File: config.mk
export PLATFORM = sky130hd
export DESIGN_NAME = lavadora_param
export DESIGN_NICKNAME = d
export VERILOG_FILES = /design/src/rtl/lavadora_pkg.sv /design/src/rtl/lavadora_param_contador.sv /design/src/rtl/lavadora_param.sv
export SDC_FILE = /design/constraint.sdc
export NUM_CORES = 1
export LEC_CHECK = 0
export BUFFER_PORTS_ARGS = -buffer_cell sky130_fd_sc_hd__buf_4
export CORE_MARGIN = 4
export CORE_UTILIZATION = 50
export CTS_BUF_LIST = sky130_fd_sc_hd__clkbuf_2
export DETAILED_ROUTE_END_ITERATION = 7
export HOLD_SLACK_MARGIN = 0.15
export PLACE_DENSITY = 0.69
export SLEW_MARGIN = 20
export SYNTH_ARGS = -nofsm -noshare
export SYNTH_HDL_FRONTEND = slang
export SYNTH_SLANG_ARGS = --single-unit
export TNS_END_PERCENT = 10
File: constraint.sdc
create_clock -name clk -period 6.9 [get_ports clk]
set_input_delay 1.38 -clock clk [delete_from_list [all_inputs] [get_ports clk]]
set_output_delay 1.38 -clock clk [all_outputs]
set_load 0.01 [all_outputs]
File: src/rtl/lavadora_pkg.sv
// Shared types and the service-selection helper for the parametrised washer controller.
package lavadora_pkg;

    typedef enum logic [2:0] {
        COBRO  = 3'd0,
        LAVADO = 3'd1,
        PESADO = 3'd2,
        SECADO = 3'd3,
        FIN    = 3'd4
    } estado_t;

    typedef struct packed {
        estado_t     estado;
        logic [31:0] cambio;
    } seleccion_t;

    // Picks the most expensive affordable service; COBRO means the credit is insufficient.
    function automatic seleccion_t seleccionar_servicio(
        input logic [31:0] credito,
        input logic [31:0] p_secado,
        input logic [31:0] p_lavado,
        input logic [31:0] p_pesado
    );
        seleccion_t sel;
        if (credito >= p_pesado) begin
            sel.estado = PESADO;
            sel.cambio = credito - p_pesado;
        end else if (credito >= p_lavado) begin
            sel.estado = LAVADO;
            sel.cambio = credito - p_lavado;
        end else if (credito >= p_secado) begin
            sel.estado = SECADO;
            sel.cambio = credito - p_secado;
        end else begin
            sel.estado = COBRO;
            sel.cambio = 32'd0;
        end
        return sel;
    endfunction

endpackage

File: src/rtl/lavadora_param_contador.sv
// Phase timer: loads a remaining-cycle count and counts down to a terminal flag.
module contador_fase #(
    parameter int W_T = 16
) (
    input  logic           clk,
    input  logic           reset,
    input  logic           cargar,
    input  logic [W_T-1:0] valor,
    output logic           tc
);

    logic [W_T-1:0] cuenta_r;

    // Down-counter that parks at zero until the next phase reloads it.
    always_ff @(posedge clk) begin
        if (!reset) begin
            cuenta_r <= {W_T{1'b0}};
        end else if (cargar) begin
            cuenta_r <= valor;
        end else if (cuenta_r != {W_T{1'b0}}) begin
            cuenta_r <= cuenta_r - {{(W_T-1){1'b0}}, 1'b1};
        end else begin
            cuenta_r <= cuenta_r;
        end
    end

    assign tc = (cuenta_r == {W_T{1'b0}});

endmodule

File: src/rtl/lavadora_param.sv
// Coin-operated washer controller: credit accumulation, service selection, change and
// timed wash/dry phases. Every output is a register fed from the next-state logic.
module lavadora_param
    import lavadora_pkg::*;
#(
    parameter int W_CRED   = 8,
    parameter int W_T      = 16,
    parameter int P_SECADO = 2,
    parameter int P_LAVADO = 4,
    parameter int P_PESADO = 6,
    parameter int T_SECADO = 8,
    parameter int T_LAVADO = 10,
    parameter int T_PESADO = 16
) (
    input  logic              clk,
    input  logic              reset,
    input  logic              intro_moneda,
    input  logic [W_CRED-1:0] valor_moneda,
    input  logic              finalizar_pago,
    output logic              lavado,
    output logic              lavado_pesado,
    output logic              secado,
    output logic              insuficiente,
    output logic [W_CRED-1:0] vuelto,
    output logic              vuelto_valido,
    output logic              ocupado,
    output logic              fin
);

    // Timer loads hold T-1 so that a phase spans exactly T cycles including the entry cycle.
    localparam logic [W_T-1:0] CARGA_SECADO = W_T'(T_SECADO - 1);
    localparam logic [W_T-1:0] CARGA_LAVADO = W_T'(T_LAVADO - 1);
    localparam logic [W_T-1:0] CARGA_PESADO = W_T'(T_PESADO - 1);
    localparam logic [31:0]    CRED_MAX     = 32'((64'd1 << W_CRED) - 64'd1);

    estado_t           estado_r, estado_s;
    logic [W_CRED-1:0] credito_r, credito_s;
    logic [W_CRED:0]   suma_s;
    logic              moneda_s, desborde_s;
    logic [W_CRED-1:0] credito_eff_s;
    seleccion_t        sel_s;
    logic [W_CRED-1:0] vuelto_s;
    logic              vuelto_valido_s, insuficiente_s;
    logic              cargar_s;
    logic [W_T-1:0]    carga_s;
    logic              tc_s;

    assign suma_s        = {1'b0, credito_r} + {1'b0, valor_moneda};
    assign moneda_s      = intro_moneda && (valor_moneda != {W_CRED{1'b0}});
    assign desborde_s    = moneda_s && suma_s[W_CRED];
    assign credito_eff_s = (moneda_s && !suma_s[W_CRED]) ? suma_s[W_CRED-1:0] : credito_r;

    contador_fase #(.W_T(W_T)) u_contador (
        .clk    (clk),
        .reset  (reset),
        .cargar (cargar_s),
        .valor  (carga_s),
        .tc     (tc_s)
    );

    // Next-state, credit and pulse logic.
    always_comb begin
        estado_s        = estado_r;
        credito_s       = credito_r;
        vuelto_s        = {W_CRED{1'b0}};
        vuelto_valido_s = 1'b0;
        insuficiente_s  = 1'b0;
        cargar_s        = 1'b0;
        carga_s         = {W_T{1'b0}};
        sel_s           = seleccionar_servicio(32'(credito_eff_s), 32'(P_SECADO),
                                               32'(P_LAVADO), 32'(P_PESADO));
        case (estado_r)
            COBRO: begin
                credito_s = credito_eff_s;
                if (desborde_s) begin
                    vuelto_s        = valor_moneda;
                    vuelto_valido_s = 1'b1;
                end else begin
                    vuelto_s        = {W_CRED{1'b0}};
                end
                // A change pulse takes priority over an overflow refund in the same cycle.
                if (finalizar_pago) begin
                    if (sel_s.estado != COBRO) begin
                        estado_s        = sel_s.estado;
                        credito_s       = {W_CRED{1'b0}};
                        vuelto_s        = (sel_s.cambio > CRED_MAX) ? {W_CRED{1'b1}}
                                                                    : sel_s.cambio[W_CRED-1:0];
                        vuelto_valido_s = 1'b1;
                        cargar_s        = 1'b1;
                        case (sel_s.estado)
                            PESADO:  carga_s = CARGA_PESADO;
                            LAVADO:  carga_s = CARGA_LAVADO;
                            default: carga_s = CARGA_SECADO;
                        endcase
                    end else begin
                        insuficiente_s = 1'b1;
                    end
                end else begin
                    insuficiente_s = 1'b0;
                end
            end
            LAVADO, PESADO: begin
                if (tc_s) begin
                    estado_s = SECADO;
                    cargar_s = 1'b1;
                    carga_s  = CARGA_SECADO;
                end else begin
                    estado_s = estado_r;
                end
            end
            SECADO: begin
                if (tc_s) begin
                    estado_s = FIN;
                end else begin
                    estado_s = SECADO;
                end
            end
            FIN: begin
                estado_s = COBRO;
            end
            default: begin
                estado_s  = COBRO;
                credito_s = {W_CRED{1'b0}};
            end
        endcase
        // Coins arriving while the machine is busy are handed straight back.
        if ((estado_r != COBRO) && intro_moneda) begin
            vuelto_s        = valor_moneda;
            vuelto_valido_s = 1'b1;
        end else begin
            vuelto_valido_s = vuelto_valido_s;
        end
    end

    // State, credit and registered outputs.
    always_ff @(posedge clk) begin
        if (!reset) begin
            estado_r      <= COBRO;
            credito_r     <= {W_CRED{1'b0}};
            lavado        <= 1'b0;
            lavado_pesado <= 1'b0;
            secado        <= 1'b0;
            insuficiente  <= 1'b0;
            vuelto        <= {W_CRED{1'b0}};
            vuelto_valido <= 1'b0;
            ocupado       <= 1'b0;
            fin           <= 1'b0;
        end else begin
            estado_r      <= estado_s;
            credito_r     <= credito_s;
            lavado        <= (estado_s == LAVADO);
            lavado_pesado <= (estado_s == PESADO);
            secado        <= (estado_s == SECADO);
            insuficiente  <= insuficiente_s;
            vuelto        <= vuelto_s;
            vuelto_valido <= vuelto_valido_s;
            ocupado       <= (estado_s != COBRO);
            fin           <= (estado_s == FIN);
        end
    end

endmodule
==> impl_results.md, run 1 <==
* Clk pin slew, worst setup/hold paths at about 0.2 ns
* Grt ovf at 0
* Post-Synth Simple-Gate Area at about a quarter
* CTS resizes at 0
* Top sig layer: met4
* Power Density at 481 nW/um2
* Gr usage total at 22.6%
* Vias in the first global route at ~2900
* Boundary pin count at 27
* Power, Total at roughly 1.6 mW
* Min cycle time layout at approximately 6.0 ns
* IO buf count at 26
* Initial Util at between 50 and 60%
* Status: completed
* Proportion of synthesized area in mux cells at 3.35%
* Final ANT Viol Nets at 0
* Mapped Cells at around 370
* # fillers at 589
* VDD IR-drop max at ~250 uV
* Syn Std Cell Area at about 3000 um2
* Die area at 7440 um2
* FF-to-FF End: u_contador.cuenta_r[7]
* Crit path kind: in -> reg
* Largest net degree at the start of global routing at 18
* Post-CTS Setup Inserts at 0
* Worst Tran Pin Value at between 0.7 and 0.8 ns
* Fmax at between 150 and 200 MHz
* Reg2Reg Depth at 17
* Compound-gate portion of the synthesized area at between 20% and 30%
* Maxcap violations at 0
* CTS H-tree depth at 2
* Mean post-synth cell area at approximately 8.2 um2
* Area Overhead vs Synth at 10.3%
* Area of the multi-input gates at roughly 2100 um2
* Synth Area in Adders at around 7.6%
* Initial antenna violation count at 0
* First-pass GRT wire length at 13.6 mm
* Final setup viols at 0
* Clk_skew at 0.0132 ns
* Num rows at 28
* Worst Min Path Start: u_contador.cuenta_r[5]
* EDFF count, synth at 0
* CTS root buffer: clkbuf_2
* Sink Count at 42
* Slew margin rel. at between 40% and 50%
* CTS tree: built
* Layout cell share with drive strength beyond 1 at 15.2%
* Chip height at 86.2 um
* Ys async rst share at 0%
* DP Wirelength at 6.41 mm
* Arr. time, crit path at 6.31 ns
* Nets at approximately 430
* Sequential share of the synthesized area at between 20% and 30%
* Synth Net Count at between 400 and 500
* Seq cells post-synth at 42
* Met1 WL at approximately 3.5 mm
* Vias per inst at approximately 6.3
* Largest family of logic cells by synthesized area: compound AO/OA/AOI/OAI gates
* CP required at 7.24 ns
* Routed length per placed instance at 17.3 um
* Wire length on met2 at ~4 mm
* Post-Synth XOR/XNOR Area at between 7 and 8%
* Crit path capture type: flip-flop
* Worst hold path class: reg -> reg
* WL final at between 8 and 9 mm
* Clock tree buffer depth at 2
* Metal3 WL at between 400 and 500 um
* FF-to-FF Start: credito_r[0]
* Floorplan core area at 5920 um2
* Residual DRC at 0
* Hold Buf Count CTS at 0
* Leakage at approximately 1.3 nW
* Routed vias at between 2000 and 3000
* Gpl congestion at 0.966
* Antenna cells at 0
* Crit-path max cell delay at 0.63 ns
* Synth unique cells at 75
* Crit path max-delay cell type: o21ai_0
* Primary FF master, synth: dfxtp_1
* Worst-Skew Late Latency at ~0.39 ns
* Hold Path Depth at 2
* Final TNS setup at 0 ns
* Final Cycle Share at just under 90%
* Total clock buffers created by CTS at 5
* Critical Path Most Common Cell: ha_1
* Final Hold Viols at 0
* Hold worst-path end: u_contador.cuenta_r[5]
* Synth Warn # at 0
* Die span in x at 86.2 um
* CP Cell Sequence: buf_4 > ha_1 > fa_1 > a211oi_4 > o21a_2 > o21ai_1 > o21ai_0 > inv_1 > ha_1 > nand4b_1 > o32ai_4 > or2_1 > a211oi_4 > ha_1 > nand2b_1 > nor2_1 > or3_1 > a21oi_1
* Max Slew Vio Count at 0
* CP startpoint kind: input port
* Initial DRC Count at about 160
* RSZ-0062 raised after global routing: no
* Reg-to-reg slack, setup at 1.62 ns
* Drt pass-1 iters at 7
* Storage element area at around 840 um2
* Max FO, Critical Path at 12
## state kept, by name (all words and copies together) (netlist names), 3 cells and up
signal and count:
estado_r 3, credito_r 8, u_contador.cuenta_r 16, vuelto 8
## power breakdown
part           switching (mW)  internal (mW)
Combinational           0.636          0.443
Clock                  0.0763         0.0584
Sequential             0.0778          0.331
Total                   0.790          0.833
## layout make-up
type | count | share of cell area (%)
Tap cell | 75 | 2.78
Clock buffer | 5 | 0.741
Inverter | 11 | 1.22
Multi-Input combinational cell | 305 | 62.5
Sequential cell | 42 | 24.9
Timing Repair Buffer | 31 | 6.89
Clock inverter | 2 | 1.00
## worst max path at each step
stage | end | cells after the start | slack [ns] | start
after floorplan | u_contador.cuenta_r[12] | 19 | 1.11 | valor_moneda[0]
after global placement | u_contador.cuenta_r[5] | 18 | 0.73 | valor_moneda[0]
after detailed placement | u_contador.cuenta_r[12] | 18 | 0.60 | valor_moneda[0]
after CTS | u_contador.cuenta_r[12] | 18 | 1.03 | valor_moneda[0]
after global routing | u_contador.cuenta_r[7] | 18 | 0.67 | valor_moneda[0]
final | u_contador.cuenta_r[7] | 18 | 0.92 | valor_moneda[0]
## per-stage QoR
stage,utilization (%),cells,area [um2],hold slack (ns),setup slack [ns]
floorplan,-,372,3060,0.443,1.11
global placement,56.0,464,3320,0.459,0.733
detailed placement,56.0,464,3320,0.470,0.604
CTS,57.0,471,3380,0.494,1.03
global route,57.0,471,3380,0.538,0.668
finish,57.0,471,3380,0.491,0.925
## routing by layer
metal / track usage (%) / up-vias
met2: 39.3 / 108
met1: 27.6 / 1410
li1: - / 1418
met5: 0 / -
met3: 3.42 / 24
met4: 9.49 / 0
## cells in the final DEF, fill, tap and decap left out, types with 11 or more instances in the layout
cell     synthesis  layout
dfxtp_1         42      42
a21oi_1         28      28
o21ai_0         18      18
xnor2_1         13      13
nor3_1          20      20
buf_4            1      31
nor2_1          44      44
inv_1           11      11
xor2_1          12      12
ha_1            17      17
nand2_1         25      25
## cell usage after synthesis (2+ instances only)
master,number,area share (%)
a311oi_1,3,0.86
nor2b_1,5,1.0
and3_1,2,0.41
nor2_1,44,5.4
a31oi_1,4,0.82
mux2_2,2,0.74
nand2_1,25,3.1
mux2_4,2,0.98
o21ai_1,3,0.49
o21ai_0,18,2.9
nor3_1,20,3.3
xnor2_1,13,3.7
dfxtp_1,42,27
a21o_1,2,0.49
a32oi_1,4,1.1
a2111oi_2,2,0.98
clkbuf_1,7,0.86
and2_1,5,1.0
nand2b_1,7,1.4
nand3_1,10,1.6
a211oi_4,2,1.3
o211ai_1,4,0.98
a21oi_1,28,4.6
or3_1,7,1.4
nor4_1,3,0.61
a22oi_1,5,1.2
mux2i_1,5,1.6
o31ai_1,2,0.49
xor2_1,12,3.4
o2111ai_1,2,0.57
o311ai_0,2,0.57
o31a_1,2,0.57
inv_1,11,1.3
ha_1,17,6.9
or4_1,2,0.49
and4_1,2,0.57
buf_2,4,0.65
nor3b_1,2,0.49
o21a_1,4,0.98
## critical path: cells and delay by family
family	cells	cell delay, ns
AND/OR/NAND/NOR	5	1.31
AO/OA/AOI/OAI	7	1.99
adder cells (fa/ha/maj)	4	1.24
buffers and inverters	2	0.40
## logic make-up (layout without fill, tap and decap cells)
group / count (synthesis) / count (layout)
adders and majority gates: 18 / 18
AOI/OAI and AO/OA: 109 / 109
muxes: 9 / 9
xor gates and xnor gates: 25 / 25
buffers and inverters: 25 / 49
and+or+nand+nor: 144 / 144
DFF: 42 / 42
Note: power is estimated with default switching activity, not from simulation.
==> run 2: changes to the inputs <==
Settings changed: RECOVER_POWER set to 25.
==> run 2 against run 1 <==
Power down 1.3%; critical path depth unchanged; cell count unchanged; clock-buffer cell count unchanged; non-clock buffer count unchanged; clock skew down 0.0013 ns; sequential cell count unchanged.
==> impl_results.md, run 2 (same netlist as run 1, synthesis figures left out) <==
* Status: completed (unchanged)
* Power Density at 481 nW/um2 (about the same)
* Final Cycle Share at 86.5% (was 86.6%)
* Placed Area at 3320 um2 (unchanged)
* Metal3 WL at 401 um (was 406 um)
* Chip height at 86.2 um (unchanged)
* Crit path kind: in -> reg (unchanged)
* Max reg flops at 16 (unchanged)
* Routed length per placed instance at 17.2 um (was 17.3 um)
* Grt ovf at 0 (unchanged)
* Initial Util at 51.7% (unchanged)
* IO buf count at 26 (unchanged)
* Crit path max-delay cell type: o21ai_0 (unchanged)
* CP startpoint kind: input port (unchanged)
* Initial DRC Count at 164 (unchanged)
* WL final at 8.10 mm (was 8.13 mm)
* Final TNS setup at 0 ns (unchanged)
* Floorplan core area at 5920 um2 (unchanged)
* Fin area at 3330 um2 (was 3380 um2)
* Min cycle time layout at 5.97 ns (was 5.98 ns)
* Final Hold Viols at 0 (unchanged)
* RSZ-0062 raised after global routing: no (unchanged)
* Hold Buf Count CTS at 0 (unchanged)
* Nets at 426 (unchanged)
* Worst-Skew Late Latency at 0.39 ns (about the same)
* Area Overhead vs Synth at 8.87% (was 10.3%)
* Worst Tran Pin Value at 0.786 ns (was 0.794 ns)
* Vias per inst at 6.28 (about the same)
* VDD IR-drop max at 250 uV (was 251 uV)
* Initial antenna violation count at 0 (unchanged)
* Most flop-heavy register: u_contador.cuenta_r (unchanged)
* CTS tree: built (unchanged)
* Maxcap violations at 0 (unchanged)
* Critical path origin: valor_moneda[0] (unchanged)
* Vias in the first global route at 2887 (unchanged)
* Antenna cells at 0 (unchanged)
* FF-to-FF Start: credito_r[0] (unchanged)
* DP Wirelength at 6.41 mm (unchanged)
* Slew margin rel. at 47.2% (was 46.7%)
* CTS resizes at 0 (unchanged)
* Largest regs: u_contador.cuenta_r: 16 flops, credito_r: 8 flops, vuelto: 8 flops (unchanged)
* Final setup viols at 0 (unchanged)
* Residual DRC at 0 (unchanged)
* Layout cell share with drive strength beyond 1 at 12.1% (was 15.2%)
* Sink Count at 42 (unchanged)
* Top sig layer: met4 (unchanged)
* Worst hold path class: reg -> reg (unchanged)
* Critical Path Most Common Cell: ha_1 (unchanged)
* Arr. time, crit path at 6.31 ns (about the same)
* Crit path capture type: flip-flop (unchanged)
* CP Cell Sequence: buf_4 > ha_1 > fa_1 > a211oi_4 > o21a_2 > o21ai_1 > o21ai_0 > inv_1 > ha_1 > nand4b_1 > o32ai_4 > or2_1 > a211oi_4 > ha_1 > nand2b_1 > nor2_1 > or3_1 > a21oi_1 (unchanged)
* Commonest non-fill, non-tap cell in the layout: nor2_1 (unchanged)
* Largest net degree at the start of global routing at 18 (unchanged)
* Clk pin slew, worst setup/hold paths at 0.20 ns (about the same)
* Fmax at 168 MHz (was 167 MHz)
* Reg-to-reg slack, setup at 1.62 ns (about the same)
* CTS root buffer: clkbuf_2 (unchanged)
* Die area at 7440 um2 (unchanged)
* Gpl congestion at 0.966 (unchanged)
* Num rows at 28 (unchanged)
* Routed vias at 2958 (was 2960)
* Wire length on met2 at 3.95 mm (was 3.98 mm)
* Total clock buffers created by CTS at 5 (unchanged)
* Hold Path Depth at 2 (unchanged)
* Met1 WL at 3.46 mm (was 3.48 mm)
* Leakage at 1.27 nW (was 1.32 nW)
* Drt pass-1 iters at 5 (was 7)
* Gr usage total at 22.6% (unchanged)
* CP required at 7.24 ns (about the same)
* Boundary pin count at 27 (unchanged)
* CTS H-tree depth at 2 (unchanged)
* Post-CTS Setup Inserts at 0 (unchanged)
* Reg2Reg Depth at 17 (unchanged)
* Max FO, Critical Path at 12 (unchanged)
* First-pass GRT wire length at 13.6 mm (unchanged)
* Clk_skew at 0.0119 ns (was 0.0132 ns)
* Final ANT Viol Nets at 0 (unchanged)
* Worst Min Path Start: u_contador.cuenta_r[5] (unchanged)
* Die span in x at 86.2 um (unchanged)
* Clock tree buffer depth at 2 (unchanged)
* Fin util at 56.3% (was 57.0%)
* Hold worst-path end: u_contador.cuenta_r[5] (unchanged)
* Most frequent cells in the layout: 44 x nor2_1, 42 x dfxtp_1, 28 x a21oi_1 (was 44 x nor2_1, 42 x dfxtp_1, 31 x buf_4)
* FF-to-FF End: u_contador.cuenta_r[7] (unchanged)
* Crit-path max cell delay at 0.63 ns (about the same)
* Max Slew Vio Count at 0 (unchanged)
==> run 2: cell count changes in the layout (fill, tap and decap cells not counted) <==
cell	previous run	this run
buf_4	31	19
clkbuf_1	0	12
==> run 2: final cells by class <==
cell class                 count  area [um2]
sequential                    42         841
clock buffer                   5        25.0
fill                         596        2590
tap                           75        93.8
inverter                      11        41.3
multi-input combinational    305        2110
timing repair buffer          31         188
clock inverter                 2        33.8
==> run 2: report_power, final <==
part	leakage (nW)	internal, mW	switching (mW)
combinational	0.887	0.424	0.634
sequential	0.344	0.331	0.0770
clock	0.0365	0.0583	0.0766
total	1.27	0.813	0.788
==> run 2: through the flow <==
| step | power (mW) | hold slack (ns) | instances | setup WS (ns) |
|---|---|---|---|---|
| final | 1.60 | 0.491 | 471 | 0.932 |
| after global routing | 1.74 | 0.538 | 471 | 0.668 |
| after CTS | 1.62 | 0.494 | 471 | 1.03 |
| after detailed placement | 1.48 | 0.470 | 464 | 0.604 |
| after global placement | 1.46 | 0.459 | 464 | 0.733 |
| after floorplan | 1.21 | 0.443 | 372 | 1.11 |
==> run 2: worst max path at each step <==
stage | endpoint | slack [ns]
detailed placement | u_contador.cuenta_r[12] | 0.60
global placement | u_contador.cuenta_r[5] | 0.73
floorplan | u_contador.cuenta_r[12] | 1.11
global route | u_contador.cuenta_r[7] | 0.67
CTS | u_contador.cuenta_r[12] | 1.03
finish | u_contador.cuenta_r[7] | 0.93
==> run 2: metal layers <==
layer  track usage, %  vias up
met5                0        -
met4             9.49        0
met3             3.42       27
met2             39.3      107
met1             27.6     1404
li1                 -     1420
==> run 2: critical path: cells and delay by family <==
kind | cells | cell delay [ns]
buf+inv | 2 | 0.40
simple gates | 5 | 1.31
fa+ha+maj | 4 | 1.24
compound gates | 7 | 1.99
==> run 3: changes to the inputs <==
Clock period 6.9 ns to 7.1 ns, I/O delays scaled along.
==> run 3 against run 2 <==
Power decreased by 0.30%; utilization increased by 0.59 points; die area unchanged; clock-buffer cell count unchanged; via count decreased by 2.3%; design area increased by 1.1%; combinational power decreased by 4%; global-route usage decreased by 0.068 points; critical path depth unchanged.
==> impl_results.md, run 3 (same netlist as run 1, synthesis figures left out) <==
* Crit-path max cell delay at 0.60 ns (was 0.63 ns)
* Status: completed (unchanged)
* Floorplan core area at 5920 um2 (unchanged)
* Commonest non-fill, non-tap cell in the layout: nor2_1 (unchanged)
* Final TNS setup at 0 ns (unchanged)
* Initial Util at 51.7% (unchanged)
* First-pass GRT wire length at 13.6 mm (about the same)
* Final Hold Viols at 0 (unchanged)
* Max FO, Critical Path at 12 (unchanged)
* Vias per inst at 6.13 (was 6.28)
* Clock tree buffer depth at 2 (unchanged)
* Clk_skew at 0.0205 ns (was 0.0119 ns)
* Crit path max-delay cell type: o21ai_0 (unchanged)
* Total clock buffers created by CTS at 5 (unchanged)
* RSZ-0062 raised after global routing: no (unchanged)
* Chip height at 86.2 um (unchanged)
* Worst-Skew Late Latency at 0.40 ns (was 0.39 ns)
* Fmax at roughly 170 MHz
* Nets at 426 (unchanged)
* Arr. time, crit path at 6.37 ns (was 6.31 ns)
* Post-CTS Setup Inserts at 0 (unchanged)
* VDD IR-drop max at 257 uV (was 250 uV)
* Final ANT Viol Nets at 0 (unchanged)
* Worst Tran Pin Value at 0.887 ns (was 0.786 ns)
* WL final at 8.05 mm (was 8.10 mm)
* P_int at 0.827 mW (was 0.813 mW)
* Routed vias at 2891 (was 2958)
* CTS tree: built (unchanged)
* Largest regs: u_contador.cuenta_r: 16 flops, credito_r: 8 flops, vuelto: 8 flops (unchanged)
* Power, Total at 1.60 mW (about the same)
* Boundary pin count at 27 (unchanged)
* CTS H-tree depth at 2 (unchanged)
* Hold Buf Count CTS at 0 (unchanged)
* CP startpoint kind: input port (unchanged)
* Sink Count at 42 (unchanged)
* Drt pass-1 iters at 5 (unchanged)
* CP Cell Sequence: buf_4 > ha_1 > fa_1 > a211oi_4 > o21a_2 > o21ai_1 > o21ai_0 > inv_1 > ha_1 > nand4b_1 > o32ai_4 > or2_1 > a211oi_4 > ha_1 > nand2b_1 > nor2_1 > or3_1 > a21oi_1 (unchanged)
* Area Overhead vs Synth at 10.0% (was 8.87%)
* Largest net degree at the start of global routing at 18 (unchanged)
* Clk pwr share at 11.2% (was 8.4%)
* Most flop-heavy register: u_contador.cuenta_r (unchanged)
* CP required at 7.46 ns (was 7.24 ns)
* Slew margin rel. at 40.5% (was 47.2%)
* Min cycle time layout at ~6 ns
* Final Cycle Share at between 80% and 90%
* Crit path capture type: flip-flop (unchanged)
* Power Density at 474 nW/um2 (was 481 nW/um2)
* Seq pwr share at 24.9% (was 25.5%)
* Net Sw Power at 0.770 mW (was 0.788 mW)
* Initial antenna violation count at 0 (unchanged)
* Vias in the first global route at 2850 (was 2887)
* Sw Share at 48.2% (was 49.2%)
* Combinational Power Share at 63.9% (was 66.1%)
* Most frequent cells in the layout: 44 x nor2_1, 42 x dfxtp_1, 28 x a21oi_1 (unchanged)
* Leakage at 1.28 nW (was 1.27 nW)
* Residual DRC at 0 (unchanged)
* Clk pin slew, worst setup/hold paths at 0.24 ns (was 0.20 ns)
* Initial DRC Count at 200 (was 164)
* Max reg flops at 16 (unchanged)
* Critical Path Most Common Cell: ha_1 (unchanged)
* Grt ovf at 0 (unchanged)
* Die area at 7440 um2 (unchanged)
* CTS root buffer: clkbuf_2 (unchanged)
* Die span in x at 86.2 um (unchanged)
* Maxcap violations at 0 (unchanged)
* Worst hold path class: reg -> reg (unchanged)
* Gpl congestion at 0.957 (was 0.966)
* Antenna cells at 0 (unchanged)
* Layout cell share with drive strength beyond 1 at 12.6% (was 12.1%)
* CTS resizes at 0 (unchanged)
* DP Wirelength at 6.19 mm (was 6.41 mm)
* Crit path kind: in -> reg (unchanged)
* IO buf count at 26 (unchanged)
* Final setup viols at 0 (unchanged)
* Num rows at 28 (unchanged)
* Gr usage total at 22.5% (was 22.6%)
* Routed length per placed instance at 17.1 um (was 17.2 um)
* Max Slew Vio Count at 0 (unchanged)
run 3: cell count changes in the layout (fill, tap and decap cells not counted):
cell,change
clkinv_1,-1
clkinv_4,+1
bufinv_16,+1
run 3: metal layers:
metal	wire [um]	global-route usage, %	up-vias
met5	0	0	-
met4	123	6.52	0
met3	453	3.04	12
met2	3980	40.4	108
met1	3490	28.0	1350
li1	-	-	1421
run 3: cell type report:
cell class                      count  area (um2)
Sequential cell                    42         841
Timing Repair Buffer               31         188
Clock inverter                      3        68.8
Tap cell                           75        93.8
Inverter                           11        41.3
Fill cell                         552        2550
Clock buffer                        5        25.0
Multi-Input combinational cell    305        2110
run 3: metrics by stage:
| step | hold WS [ns] | utilization, % | setup WS (ns) | area [um2] | instances |
|---|---|---|---|---|---|
| finish | 0.511 | 56.9 | 1.09 | 3370 | 472 |
| CTS | 0.507 | 57.6 | 1.16 | 3410 | 472 |
| global placement | 0.460 | 56.0 | 0.849 | 3320 | 464 |
| detailed placement | 0.473 | 56.0 | 0.734 | 3320 | 464 |
| floorplan | 0.443 | - | 1.27 | 3060 | 372 |
| global route | 0.542 | 56.9 | 0.766 | 3370 | 472 |
run 3: path summary, 6_finish.rpt:
path,startpoint,to,slack (ns),cells after the start
max,valor_moneda[0],u_contador.cuenta_r[5],1.09,18
min,u_contador.cuenta_r[5],u_contador.cuenta_r[5],0.51,2
max reg2reg,credito_r[0],u_contador.cuenta_r[5],1.80,17
min reg2reg,u_contador.cuenta_r[5],u_contador.cuenta_r[5],0.51,2
run 3: worst max-delay path: cells and delay by family:
kind / cells / cell delay, ns
adders and majority gates: 4 / 1.23
AOI/OAI and AO/OA: 7 / 1.94
and+or+nand+nor: 5 / 1.38
buffers and inverters: 2 / 0.39
run 3: power groups by stage:
stage	combinational [mW]	sequential (mW)	clock [mW]
floorplan	0.781	0.392	0
global placement	1.02	0.401	0
detailed placement	1.02	0.403	0
CTS	1.03	0.397	0.182
global route	1.14	0.409	0.193
finish	1.02	0.397	0.179
